--- src/rtl/reg_file_sc.sv ---
// ============================================================================
// Module   : reg_file_sc
// Purpose  : Register file with hardwired-zero r0, post-reset clear sweep and
//            per-register pending scoreboard. Optional write-to-read
//            forwarding when REG_FILE_BYPASS_EN is defined.
// Revision : 1.0 - initial release
// ============================================================================
`default_nettype none

module reg_file_sc #(
  parameter int DATA_WIDTH = 8,
  parameter int ADDR_WIDTH = 3
) (
  input  logic                  clk,
  input  logic                  rst,
  input  logic                  wr_en_i,
  input  logic [ADDR_WIDTH-1:0] rd_i,
  input  logic [DATA_WIDTH-1:0] din_i,
  input  logic                  claim_en_i,
  input  logic [ADDR_WIDTH-1:0] claim_addr_i,
  input  logic [ADDR_WIDTH-1:0] rs1_i,
  input  logic [ADDR_WIDTH-1:0] rs2_i,
  output logic [DATA_WIDTH-1:0] r1_o,
  output logic [DATA_WIDTH-1:0] r2_o,
  output logic                  p1_o,
  output logic                  p2_o,
  output logic                  ready_o
);

  localparam int NUM_REGS = 2 ** ADDR_WIDTH;
  localparam logic [ADDR_WIDTH-1:0] LAST_IDX = ADDR_WIDTH'(NUM_REGS - 1);

  typedef enum logic [0:0] {
    ST_CLEAR = 1'b0,
    ST_RUN   = 1'b1
  } state_t;

  state_t                  state_q, state_d;
  logic [ADDR_WIDTH-1:0]   ptr_q, ptr_d;
  logic [NUM_REGS-1:0]     pend_q, pend_d;
  logic                    ready_q, ready_d;
  logic [DATA_WIDTH-1:0]   regs_q [NUM_REGS];

  logic                    we;
  logic [ADDR_WIDTH-1:0]   waddr;
  logic [DATA_WIDTH-1:0]   wdata;

  always_comb begin
    state_d = state_q;
    ptr_d   = ptr_q;
    pend_d  = pend_q;
    ready_d = ready_q;
    we      = 1'b0;
    waddr   = rd_i;
    wdata   = din_i;
    case (state_q)
      ST_CLEAR: begin
        // Traffic is dropped here; the write port is owned by the sweep.
        we    = 1'b1;
        waddr = ptr_q;
        wdata = '0;
        if (ptr_q == LAST_IDX) begin
          state_d = ST_RUN;
          ready_d = 1'b1;
        end else begin
          ptr_d = ptr_q + ADDR_WIDTH'(1);
        end
      end
      ST_RUN: begin
        if (wr_en_i && (rd_i != '0)) begin
          we           = 1'b1;
          pend_d[rd_i] = 1'b0;
        end
        // Claim applied after the write so a same-index claim wins.
        if (claim_en_i && (claim_addr_i != '0)) begin
          pend_d[claim_addr_i] = 1'b1;
        end
      end
      default: state_d = ST_CLEAR;
    endcase
  end

  always_ff @(posedge clk) begin
    if (rst) begin
      state_q <= ST_CLEAR;
      ptr_q   <= ADDR_WIDTH'(1);
      pend_q  <= '0;
      ready_q <= 1'b0;
    end else begin
      state_q <= state_d;
      ptr_q   <= ptr_d;
      pend_q  <= pend_d;
      ready_q <= ready_d;
    end
  end

  // Storage has no reset; contents survive rst until the sweep zeroes them.
  always_ff @(posedge clk) begin
    if (!rst && we) begin
      regs_q[waddr] <= wdata;
    end
  end

  always_comb begin
    r1_o = (rs1_i == '0) ? '0 : regs_q[rs1_i];
    r2_o = (rs2_i == '0) ? '0 : regs_q[rs2_i];
    p1_o = pend_q[rs1_i];
    p2_o = pend_q[rs2_i];
`ifdef REG_FILE_BYPASS_EN
    if (state_q == ST_RUN && wr_en_i && (rd_i != '0)) begin
      if (rd_i == rs1_i) begin
        r1_o = din_i;
        p1_o = claim_en_i && (claim_addr_i == rs1_i);
      end
      if (rd_i == rs2_i) begin
        r2_o = din_i;
        p2_o = claim_en_i && (claim_addr_i == rs2_i);
      end
    end
`endif
    if (state_q != ST_RUN) begin
      r1_o = '0;
      r2_o = '0;
      p1_o = 1'b0;
      p2_o = 1'b0;
    end
  end

  assign ready_o = ready_q;

endmodule

`default_nettype wire

--- config.mk ---
export PLATFORM = sky130hd
export DESIGN_NAME = reg_file_sc
export DESIGN_NICKNAME = d
export VERILOG_FILES = /design/src/rtl/reg_file_sc.sv
export SDC_FILE = /design/constraint.sdc
export NUM_CORES = 1
export LEC_CHECK = 0
export ABC_AREA = 1
export ABC_CLOCK_PERIOD_IN_PS = 1630
export CORE_ASPECT_RATIO = 0.9
export CORE_MARGIN = 2
export CORE_UTILIZATION = 35
export CTS_BUF_LIST = sky130_fd_sc_hd__clkbuf_4 sky130_fd_sc_hd__clkbuf_8 sky130_fd_sc_hd__clkbuf_16
export DETAILED_ROUTE_END_ITERATION = 12
export MAX_ROUTING_LAYER = met4
export PLACE_DENSITY_LB_ADDON = 0.25
export SKIP_LAST_GASP = 1
export SLEW_MARGIN = 30
export SYNTH_ARGS = -nofsm -noshare
export SYNTH_HDL_FRONTEND = slang
export SYNTH_SLANG_ARGS = --single-unit
export TNS_END_PERCENT = 100
--- constraint.sdc ---
create_clock -name clk -period 1.63 [get_ports clk]
set_input_delay 0.163 -clock clk [delete_from_list [all_inputs] [get_ports clk]]
set_output_delay 0.163 -clock clk [all_outputs]
set_load 0.02 [all_outputs]
==> reports/qor.txt, run 1 <==
Crit. End Element: register
Met3 Use GR: 0.03704
Die Wd: 114.1 um
Setup CP Type: reg2reg
Die area: 11760 um^2
Core ar.: 10720 um^2
Hold path depth: 2
Max-slew headroom: 0.6880
CTS sink count: 69
Pwr/cell area: 1086 nW/um^2
CP startpoint: state_q$_SDFF_PP0_
Leakage power: 2.221 nW
Final min period: 1.591 ns
Hold endpoint: pend_q[0]$_SDFFE_PP0P_
Avg Inst Size Synth: 7.709 um^2
Slew Viols, Final: 0
Synth unique cells: 25
Drt pass-1 iters: 4
Avg Vias per Cell: 4.939
Cell taking the most area after synthesis: edfxtp_1
R2R setup slack: 0.04 ns
CTS Root Buffer Type: clkbuf_16
H-tree Lvls: 3
Launching point of the worst reg2reg path: state_q$_SDFF_PP0_
Share of the synthesized area in the top cell type: 0.4407
R2R depth: 5
Synth-to-Final Area Change: 31.21%
Die height: 103.1 um
Drt wl/cell: 14.78 um
Worst Hold Launch: pend_q[0]$_SDFFE_PP0P_
CTS tree: yes
Final setup viols: 0
Initial antenna violation count: 0
Final ANT Viol Nets: 0
Diode count: 0
Max-cap violations: 0
Tcrit/Tclk final: 0.9761
DP Area: 4681 um^2
Top-count cell post-synth: nand2_1
Post-CTS Setup Bufs: 0
Global-route wire length before repair: 16.41 mm
Starting DRT DRC Count: 120
Async S/R FF share, synth: 0
Worst setup SP type: register
Initial Util: 0.3560
Cell area after synthesis: 3816 um^2
IO Port Bufs: 42
Clk slew on worst S/H paths: 0.06 ns
Top cells by count, synth: nand2_1 (120), inv_1 (70), nor2_1 (61)
Hold Path Class: reg2reg
Fin nets: 590
Global-route track usage on met1: 0.2362
Gr usage total: 0.1920
Syn Nets: 521
Vias in the first global route: 3293
Rows: 36
IO Pins: 43
EDFF count, synth: 56
Met2 GRT Util: 0.3077
Drt drc: 0
Cts bufs inserted: 9
Fmax: 628.5 MHz
Main flop type after synthesis: edfxtp_1
Combined area of the multi-input logic cells: 1498 um^2
Arrival time at the worst endpoint: 1.67 ns
Final instance area: 5007 um^2
Status: completed
Layer with the highest usage: met2
Max Clock Skew: 0.002949 ns
Worst slew pin tran: 0.4667 ns
Synthesized flop and latch total: 69
DP Wirelength: 7.136 mm
Clk Latency, worst-skew pair: 0.33 ns
Data required time of the worst path: 1.71 ns
Endpoints failing hold: 0
Final wirelength: 10.38 mm
Worst hold slack: 0.4380 ns
Grt ovf: 0
Mapped Cells: 495
Vias: 3467
Share of cells above drive strength 1: 0.1793
Synth top area cells: edfxtp_1 (44%), nand2_1 (12%), inv_1 (6.9%)
Fillers: 1051
Worst VDD drop: 0.0005064 V
Worst r2r dst: regs_q[5][2]$_DFFE_PP_
Largest net degree at the start of global routing: 31
Layout Utilization: 0.4671
Post-synthesis sequential area ratio: 0.5089
CP max FO: 8
CTS Buffer Depth: 2
Unrepaired setup endpoints after global routing: yes
RD Place Congestion: 0.8385
Setup TNS: 0 ns
Ys Warns: 0
Register area: 1946 um^2
-- cell usage in the layout (no fill, tap or decap), types with 2 or more instances in the layout --
master           instances
nor2_2                   9
buf_6                    6
clkbuf_16                9
nor3_1                   2
buf_2                    8
inv_2                    4
a31oi_1                  7
a21oi_1                 32
o21ai_1                  9
o21ai_2                  2
a21oi_2                  2
nand3_1                 33
o211ai_1                 3
clkinvlp_4               2
buf_12                   9
o21ai_0                 43
clkdlybuf4s15_2          2
clkbuf_2                 5
ha_1                     2
dlygate4sd2_1            3
inv_6                    2
inv_1                   70
clkdlybuf4s50_1         19
nand2_2                  3
dfxtp_1                 12
nor2_1                  55
edfxtp_1                56
buf_4                   30
nand2_1                120
-- cell type report --
type / count / share of cell area
clock buffer: 10 / 0.04648
clock inverter: 6 / 0.01424
inverter: 75 / 0.05672
multi-input combinational: 326 / 0.2991
sequential: 69 / 0.3886
tap: 133 / 0.03323
timing repair buffer: 83 / 0.1617
-- metal layers --
metal  wire length, um  up-vias
li1                  -     1744
met1              4668     1593
met2              4821      103
met3               591       27
met4               294        0
met5                 0        -
-- worst max-delay path by stage --
stage / slack [ns] / cells after the start / end
after floorplan: 0.0002 / 7 / regs_q[7][0]$_DFFE_PP_
after global placement: -0.63 / 9 / r1_o[5]
after detailed placement: -0.66 / 9 / r1_o[5]
after CTS: -0.06 / 7 / r1_o[2]
after global routing: -0.06 / 8 / regs_q[7][5]$_DFFE_PP_
final: 0.04 / 5 / regs_q[5][2]$_DFFE_PP_
-- stage by stage --
step	cells	setup WS, ns	power, mW
2_1_floorplan	495	0.0001754	2.923
3_3_place_gp	685	-0.6273	3.446
3_5_place_dp	685	-0.6631	3.461
4_1_cts	702	-0.05833	5.427
5_1_grt	702	-0.06044	5.714
6_report	702	0.03893	5.440
-- worst max-delay path: stages (launching register included) --
cell,delay [ns]
dfxtp_4,0.40
inv_4,0.08
buf_4,0.15
o211ai_2,0.41
nor2_1,0.09
buf_4,0.21
-- flip-flops by register name, summed over array words and instances (netlist names) --
register	count
pend_q	8
ptr_q	3
ready_o	1
regs_q	56
state_q	1
-- kinds of logic after synthesis --
kind of cell	count (synthesis)	share of synthesized area
compound gates	100	0.1384
fa+ha+maj	2	0.006556
buf+inv	100	0.1092
flops	69	0.5089
simple gates	224	0.2371
-- report_power, final --
group	total (mW)	internal (mW)	switching (mW)
logic	1.24	0.490	0.746
registers	2.24	2.15	0.0949
clock network	1.96	1.21	0.751
total	5.44	3.85	1.59
-- timing repair --
item                                    CTS  global route
hold buffers                              0             0
endpoints found under the setup margin   74            65
pin swaps                                 1             2
cloned                                    1             0
gates resized for setup                  67            42
hold endpoints to repair                  0             0
No activity file was read; power rests on OpenSTA's default activity.
==> run 2, diff against run 1 <==
--- a/config.mk
+++ b/config.mk
@@ -13,7 +13,6 @@
 export CTS_BUF_LIST = sky130_fd_sc_hd__clkbuf_4 sky130_fd_sc_hd__clkbuf_8 sky130_fd_sc_hd__clkbuf_16
 export DETAILED_ROUTE_END_ITERATION = 12
 export MAX_ROUTING_LAYER = met4
-export PLACE_DENSITY_LB_ADDON = 0.25
 export SKIP_LAST_GASP = 1
 export SLEW_MARGIN = 30
 export SYNTH_ARGS = -nofsm -noshare
==> run 2 against run 1 <==
  * Combinational power about the same
  * Highest routed layer unchanged
  * Cell count increased by 1.7%
  * Fmax increased by 2.5%
  * Core utilization increased by 0.64 points
  * Global-route usage increased by 0.16 points
  * Sequential power about the same
  * Total power decreased by 1.2%
  * Non-clock buffer count increased by 12
  * Critical path type is now reg2out
  * Hold slack improved by 0.014 ns
==> reports/qor.txt, run 2 (synthesized netlist as in run 1, its figures left out) <==
Max Clock Skew: 0.005118 ns (+0.002169 ns)
Final min period: 1.553 ns (-0.03844 ns)
Regs by FF count: regs_q (56), pend_q (8), ptr_q (3)
Layout Utilization: 0.4735 (+0.006419)
Endpoints failing hold: 0 (unchanged)
Tcrit/Tclk final: 0.9525 (-0.02358)
Leading cell type in the layout, fill and taps excluded: nand2_1
Pre-CTS worst setup slack: -0.6163 ns (+0.04686 ns)
Vias in the first global route: 3274 (-0.58%)
Slew Viols, Final: 0 (unchanged)
Clk Latency, worst-skew pair: 0.34 ns (about the same)
Global-route wire length before repair: 16.64 mm (+1.4%)
Pwr/cell area: 1059 nW/um^2 (-2.6%)
Crit. End Element: primary output
Die height: 103.1 um (unchanged)
Arrival time at the worst endpoint: 1.39 ns (-0.28 ns)
H-tree Lvls: 3 (unchanged)
Starting DRT DRC Count: 269 (+120%)
Data required time of the worst path: 1.47 ns (-0.24 ns)
CTS Root Buffer Type: clkbuf_16
Drt pass-1 iters: 5 (+1)
IO Port Bufs: 42 (unchanged)
Setup WS post-layout: 0.07737 ns (+0.03844 ns)
Drt drc: 0 (unchanged)
Worst path cell trace: or2_4, nand3_2, o21ai_0, nor2_1, nor2_1, buf_4
Leakage power: 2.291 nW (+3.1%)
Top delay family on crit path: simple AND/OR/NAND/NOR gates
Setup TNS: 0 ns (unchanged)
Initial Util: 0.3560 (unchanged)
CTS tree: yes
Cts bufs inserted: 9 (unchanged)
Worst hold slack: 0.4521 ns (+0.01403 ns)
Worst setup SP type: register
CTS Buffer Depth: 2 (unchanged)
Max-cap violations: 0 (unchanged)
Status: completed
Core ar.: 10720 um^2 (unchanged)
Slowest cell on crit path: edfxtp_1
Fin nets: 602 (+2.0%)
Biggest register: regs_q
CP most frequent cell: nor2_1
Max-slew headroom: 0.6858 (-0.002156)
Share of cells above drive strength 1: 0.1979 (+0.01867)
Setup CP Type: reg2out
Avg Vias per Cell: 4.926 (-0.26%)
Synth-to-Final Area Change: 33.02%
Grt ovf: 0 (unchanged)
Final wirelength: 10.57 mm (+1.9%)
Drt wl/cell: 14.81 um (+0.21%)
DP Wirelength: 7.310 mm (+2.4%)
Rows: 36 (unchanged)
CP max FO: 2 (-6)
RD Place Congestion: 0.8663 (+3.3%)
Final ANT Viol Nets: 0 (unchanged)
Largest net degree at the start of global routing: 28 (-9.7%)
Unrepaired setup endpoints after global routing: yes
CTS sink count: 69 (unchanged)
Final setup viols: 0 (unchanged)
Die area: 11760 um^2 (unchanged)
Initial antenna violation count: 0 (unchanged)
Worst VDD drop: 0.0005234 V (+3.4%)
Vias: 3517 (+1.4%)
Commonest cells after routing, fill and taps aside: nand2_1 (120), inv_1 (69), edfxtp_1 (56)
IO Pins: 43 (unchanged)
Clk slew on worst S/H paths: 0.05 ns (about the same)
Worst slew pin tran: 0.4699 ns (+0.003224 ns)
Max incr delay on CP: 0.38 ns (-0.03 ns)
Diode count: 0 (unchanged)
Cts hold-fix bufs: 0 (unchanged)
Die Wd: 114.1 um (unchanged)
CP bufs+invs: 1 (-2)
Hold Path Class: reg2reg
Fmax: 644.1 MHz (+2.5%)
Gr usage total: 0.1936 (+0.001604)
Largest register FFs: 56 (unchanged)
[run 2: cell types whose count changed in the layout (fill, tap and decap cells not counted), sizes merged]
cell,previous run,this run
clkinv,1,2
clkinvlp,2,0
buf,53,70
clkdlybuf4s15,2,0
inv,77,76
bufinv,1,0
[run 2: routing by layer]
layer,GRT usage,vias to the layer above,share of wire
met5,-,-,0
met4,0.07317,0,0.022
met3,0.04350,20,0.072
met2,0.2935,132,0.45
met1,0.2550,1597,0.46
li1,-,1768,-
[run 2: worst paths after layout]
check                           cells after the start  slack (ns)                endpoint                    from
worst min-delay path                                2        0.45  pend_q[0]$_SDFFE_PP0P_  pend_q[0]$_SDFFE_PP0P_
worst max register to register                      7        0.09  regs_q[2][4]$_DFFE_PP_      state_q$_SDFF_PP0_
worst min register to register                      2        0.45  pend_q[0]$_SDFFE_PP0P_  pend_q[0]$_SDFFE_PP0P_
worst max-delay path                                6        0.08                 r1_o[6]  regs_q[6][6]$_DFFE_PP_
[run 2: cell type report]
cell class	instances	area (um^2)
Fill cell	1049	5644
Sequential cell	69	1946
Multi-Input combinational cell	326	1509
Timing Repair Buffer	95	873.3
Inverter	75	286.5
Clock buffer	13	279.0
Tap cell	133	166.4
Clock inverter	3	16.27
[run 2: stage by stage]
stage          instances  cell area, um^2  total power [mW]
2_1_floorplan        495             3816             2.923
3_3_place_gp         696             4713             3.438
3_5_place_dp         696             4713             3.460
4_1_cts              713             5031             5.354
5_1_grt              714             5076             5.649
6_report             714             5076             5.374
[run 2: timing repair]
| action | CTS | global route |
|---|---|---|
| gates cloned | 1 | 0 |
| pin swaps | 2 | 3 |
| resized for setup | 105 | 21 |
| buffers inserted | 0 | 1 |
| setup endpoints to repair | 62 | 64 |
[run 2: power by group]
group / leakage, nW / internal [mW] / switching [mW] / total, mW
sequential: 0.632 / 2.15 / 0.0968 / 2.24
combinational: 1.51 / 0.500 / 0.745 / 1.24
clock: 0.152 / 1.19 / 0.694 / 1.89
[run 2: tightest hold or removal path, cell delays in order (launching register included)]
cell	delay, ns
dfxtp_1	0.33
inv_1	0.05
nor2_1	0.03
==> run 3, diff against run 2 <==
--- a/config.mk
+++ b/config.mk
@@ -9,10 +9,11 @@
 export ABC_CLOCK_PERIOD_IN_PS = 1630
 export CORE_ASPECT_RATIO = 0.9
 export CORE_MARGIN = 2
-export CORE_UTILIZATION = 35
+export CORE_UTILIZATION = 50
 export CTS_BUF_LIST = sky130_fd_sc_hd__clkbuf_4 sky130_fd_sc_hd__clkbuf_8 sky130_fd_sc_hd__clkbuf_16
 export DETAILED_ROUTE_END_ITERATION = 12
 export MAX_ROUTING_LAYER = met4
+export PLACE_DENSITY = 0.75
 export SKIP_LAST_GASP = 1
 export SLEW_MARGIN = 30
 export SYNTH_ARGS = -nofsm -noshare
==> run 3 against run 2 <==
  * Via count grew 3.5%
  * Final area is 1.7% lower
  * Critical path depth unchanged
  * The flow now finishes with violations (setup timing)
  * Global-route usage is 7.8 points higher
  * Register-to-register slack worse by 0.03 ns
  * Clock power fell by 20%
==> reports/qor.txt, run 3 (synthesized netlist as in run 1, its figures left out) <==
CTS sink count: 69 (unchanged)
Top delay family on crit path: simple AND/OR/NAND/NOR gates
CTS tree: yes
Final wirelength: 10.58 mm (about the same)
Grt ovf: 0 (unchanged)
Vias: 3640 (+3.5%)
Crit. End Element: primary output
Clk Latency, worst-skew pair: 0.35 ns (about the same)
Avg Vias per Cell: 5.369 (+9.0%)
R2R depth: 7 (unchanged)
Slowest cell on crit path: edfxtp_1
DP Wirelength: 7.098 mm (-2.9%)
Status: complete, but fails checks
Leakage power: 2.255 nW (-1.5%)
Largest register FFs: 56 (unchanged)
Worst path cell trace: or2_4, nand3_2, o21ai_1, nor2_1, nor2_1, buf_4
Worst setup SP type: register
Largest net degree at the start of global routing: 25 (-11%)
Core ar.: 7470 um^2 (-30%)
Failing checks: setup timing
Initial Util: 0.5109 (+0.1549)
CTS Root Buffer Type: clkbuf_8
CP max FO: 2 (unchanged)
RD Place Congestion: 0.9148 (+5.6%)
Clk slew on worst S/H paths: 0.07 ns (+0.02 ns)
CP most frequent cell: nor2_1
Commonest cells after routing, fill and taps aside: nand2_1 (119), inv_1 (68), edfxtp_1 (56)
R2R setup slack: 0.06 ns (-0.03 ns)
Slew Viols, Final: 0 (unchanged)
Leading cell type in the layout, fill and taps excluded: nand2_1
Tcrit/Tclk final: 1.000 (+0.04748)
Rows: 30 (-17%)
Setup WS post-layout: -0.00002276 ns (-0.07739 ns)
Synth-to-Final Area Change: 30.75%
Drt drc: 0 (unchanged)
Max incr delay on CP: 0.40 ns (+0.02 ns)
Share of cells above drive strength 1: 0.2010 (+0.003096)
Data required time of the worst path: 1.47 ns (about the same)
Drt wl/cell: 15.61 um (+5.4%)
Max-slew headroom: 0.6439 (-0.04194)
IO Pins: 43 (unchanged)
Gr usage total: 0.2714 (+0.07773)
Initial antenna violation count: 0 (unchanged)
DP Area: 4662 um^2 (-1.1%)
Max Clock Skew: 0.005410 ns (+0.0002922 ns)
Final setup viols: 1 (+1)
Fmax: 613.5 MHz (-4.7%)
Diode count: 0 (unchanged)
Endpoints failing hold: 0 (unchanged)
IO Port Bufs: 42 (unchanged)
Global-route wire length before repair: 16.45 mm (-1.1%)
Layout Utilization: 0.6680 (+0.1945)
Pwr/cell area: 1018 nW/um^2 (-3.9%)
Die area: 8348 um^2 (-29%)
Final ANT Viol Nets: 0 (unchanged)
Crit path depth: 6 (unchanged)
Die Wd: 96.09 um (-16%)
Worst VDD drop: 0.0007397 V (+41%)
Vias in the first global route: 3412 (+4.2%)
Hold Path Class: reg2reg
CP bufs+invs: 1 (unchanged)
Max-cap violations: 0 (unchanged)
Fin nets: 603 (+0.17%)
Final min period: 1.630 ns (+0.07739 ns)
Cts bufs inserted: 9 (unchanged)
Drt pass-1 iters: 5 (unchanged)
Regs by FF count: regs_q (56), pend_q (8), ptr_q (3)
Die height: 86.88 um (-16%)
H-tree Lvls: 3 (unchanged)
Starting DRT DRC Count: 277 (+3.0%)
Pre-CTS worst setup slack: -0.6136 ns (+0.002673 ns)
Worst slew pin tran: 0.5326 ns (+0.06273 ns)
Final instance area: 4990 um^2 (-1.7%)
Arrival time at the worst endpoint: 1.47 ns (+0.08 ns)
Unrepaired setup endpoints after global routing: yes
CTS Buffer Depth: 2 (unchanged)
Hold path depth: 2 (unchanged)
Setup CP Type: reg2out
Biggest register: regs_q
[run 3: changes by cell type in the layout (fill, tap and decap cells not counted), sizes merged]
cell / before / now
buf: 70 / 71
dlygate4sd2: 3 / 4
clkinv: 2 / 5
bufinv: 0 / 2
inv: 76 / 75
clkbuf: 15 / 10
[run 3: path summary, 6_finish.rpt]
kind	from	endpoint
max	regs_q[6][6]$_DFFE_PP_	r1_o[6]
min	pend_q[0]$_SDFFE_PP0P_	pend_q[0]$_SDFFE_PP0P_
max reg2reg	state_q$_SDFF_PP0_	regs_q[3][6]$_DFFE_PP_
min reg2reg	pend_q[0]$_SDFFE_PP0P_	pend_q[0]$_SDFFE_PP0P_
[run 3: through the flow]
step                    TNS, ns  hold slack (ns)  power [mW]  std cells
finish              -0.00002276           0.4476       5.079        678
detailed placement       -19.50           0.4366       3.463        655
global placement         -19.37           0.4281       3.417        655
global route            -0.1166           0.4673       5.298        678
floorplan                     0           0.2627       2.923        495
CTS                    -0.08888           0.4475       4.992        677
[run 3: what timing repair did]
action,4_1_cts,5_1_grt
gates resized for setup,98,34
pin swaps,0,3
buffers inserted,3,1
setup endpoints to repair,74,63
hold buffers,0,0
cloned,3,0
[run 3: metal layers]
metal | wire (um) | up-vias | track usage
met2 | 5160 | 160 | 0.4198
met1 | 4445 | 1694 | 0.3554
met4 | 209 | 0 | 0.1182
li1 | - | 1765 | -
met3 | 766 | 21 | 0.04242
met5 | 0 | - | -
[run 3: final cells by class]
cell class / instances / area [um^2]
fill: 599 / 2480
sequential: 69 / 1946
multi-input combinational: 326 / 1529
timing repair buffer: 96 / 894.6
inverter: 75 / 286.5
clock buffer: 9 / 123.9
tap: 96 / 120.1
clock inverter: 7 / 90.09
[run 3: power breakdown]
group / switching [mW] / total, mW / internal, mW
Sequential: 0.101 / 2.24 / 2.14
Combinational: 0.783 / 1.31 / 0.527
Clock: 0.671 / 1.52 / 0.853
[run 3: worst register-to-register path, delay by kind of cell (launching register included)]
kind | cells | cell delay [ns]
AOI/OAI and AO/OA | 1 | 0.18
buffers and inverters | 3 | 0.38
DFF | 1 | 0.39
and+or+nand+nor | 3 | 0.35
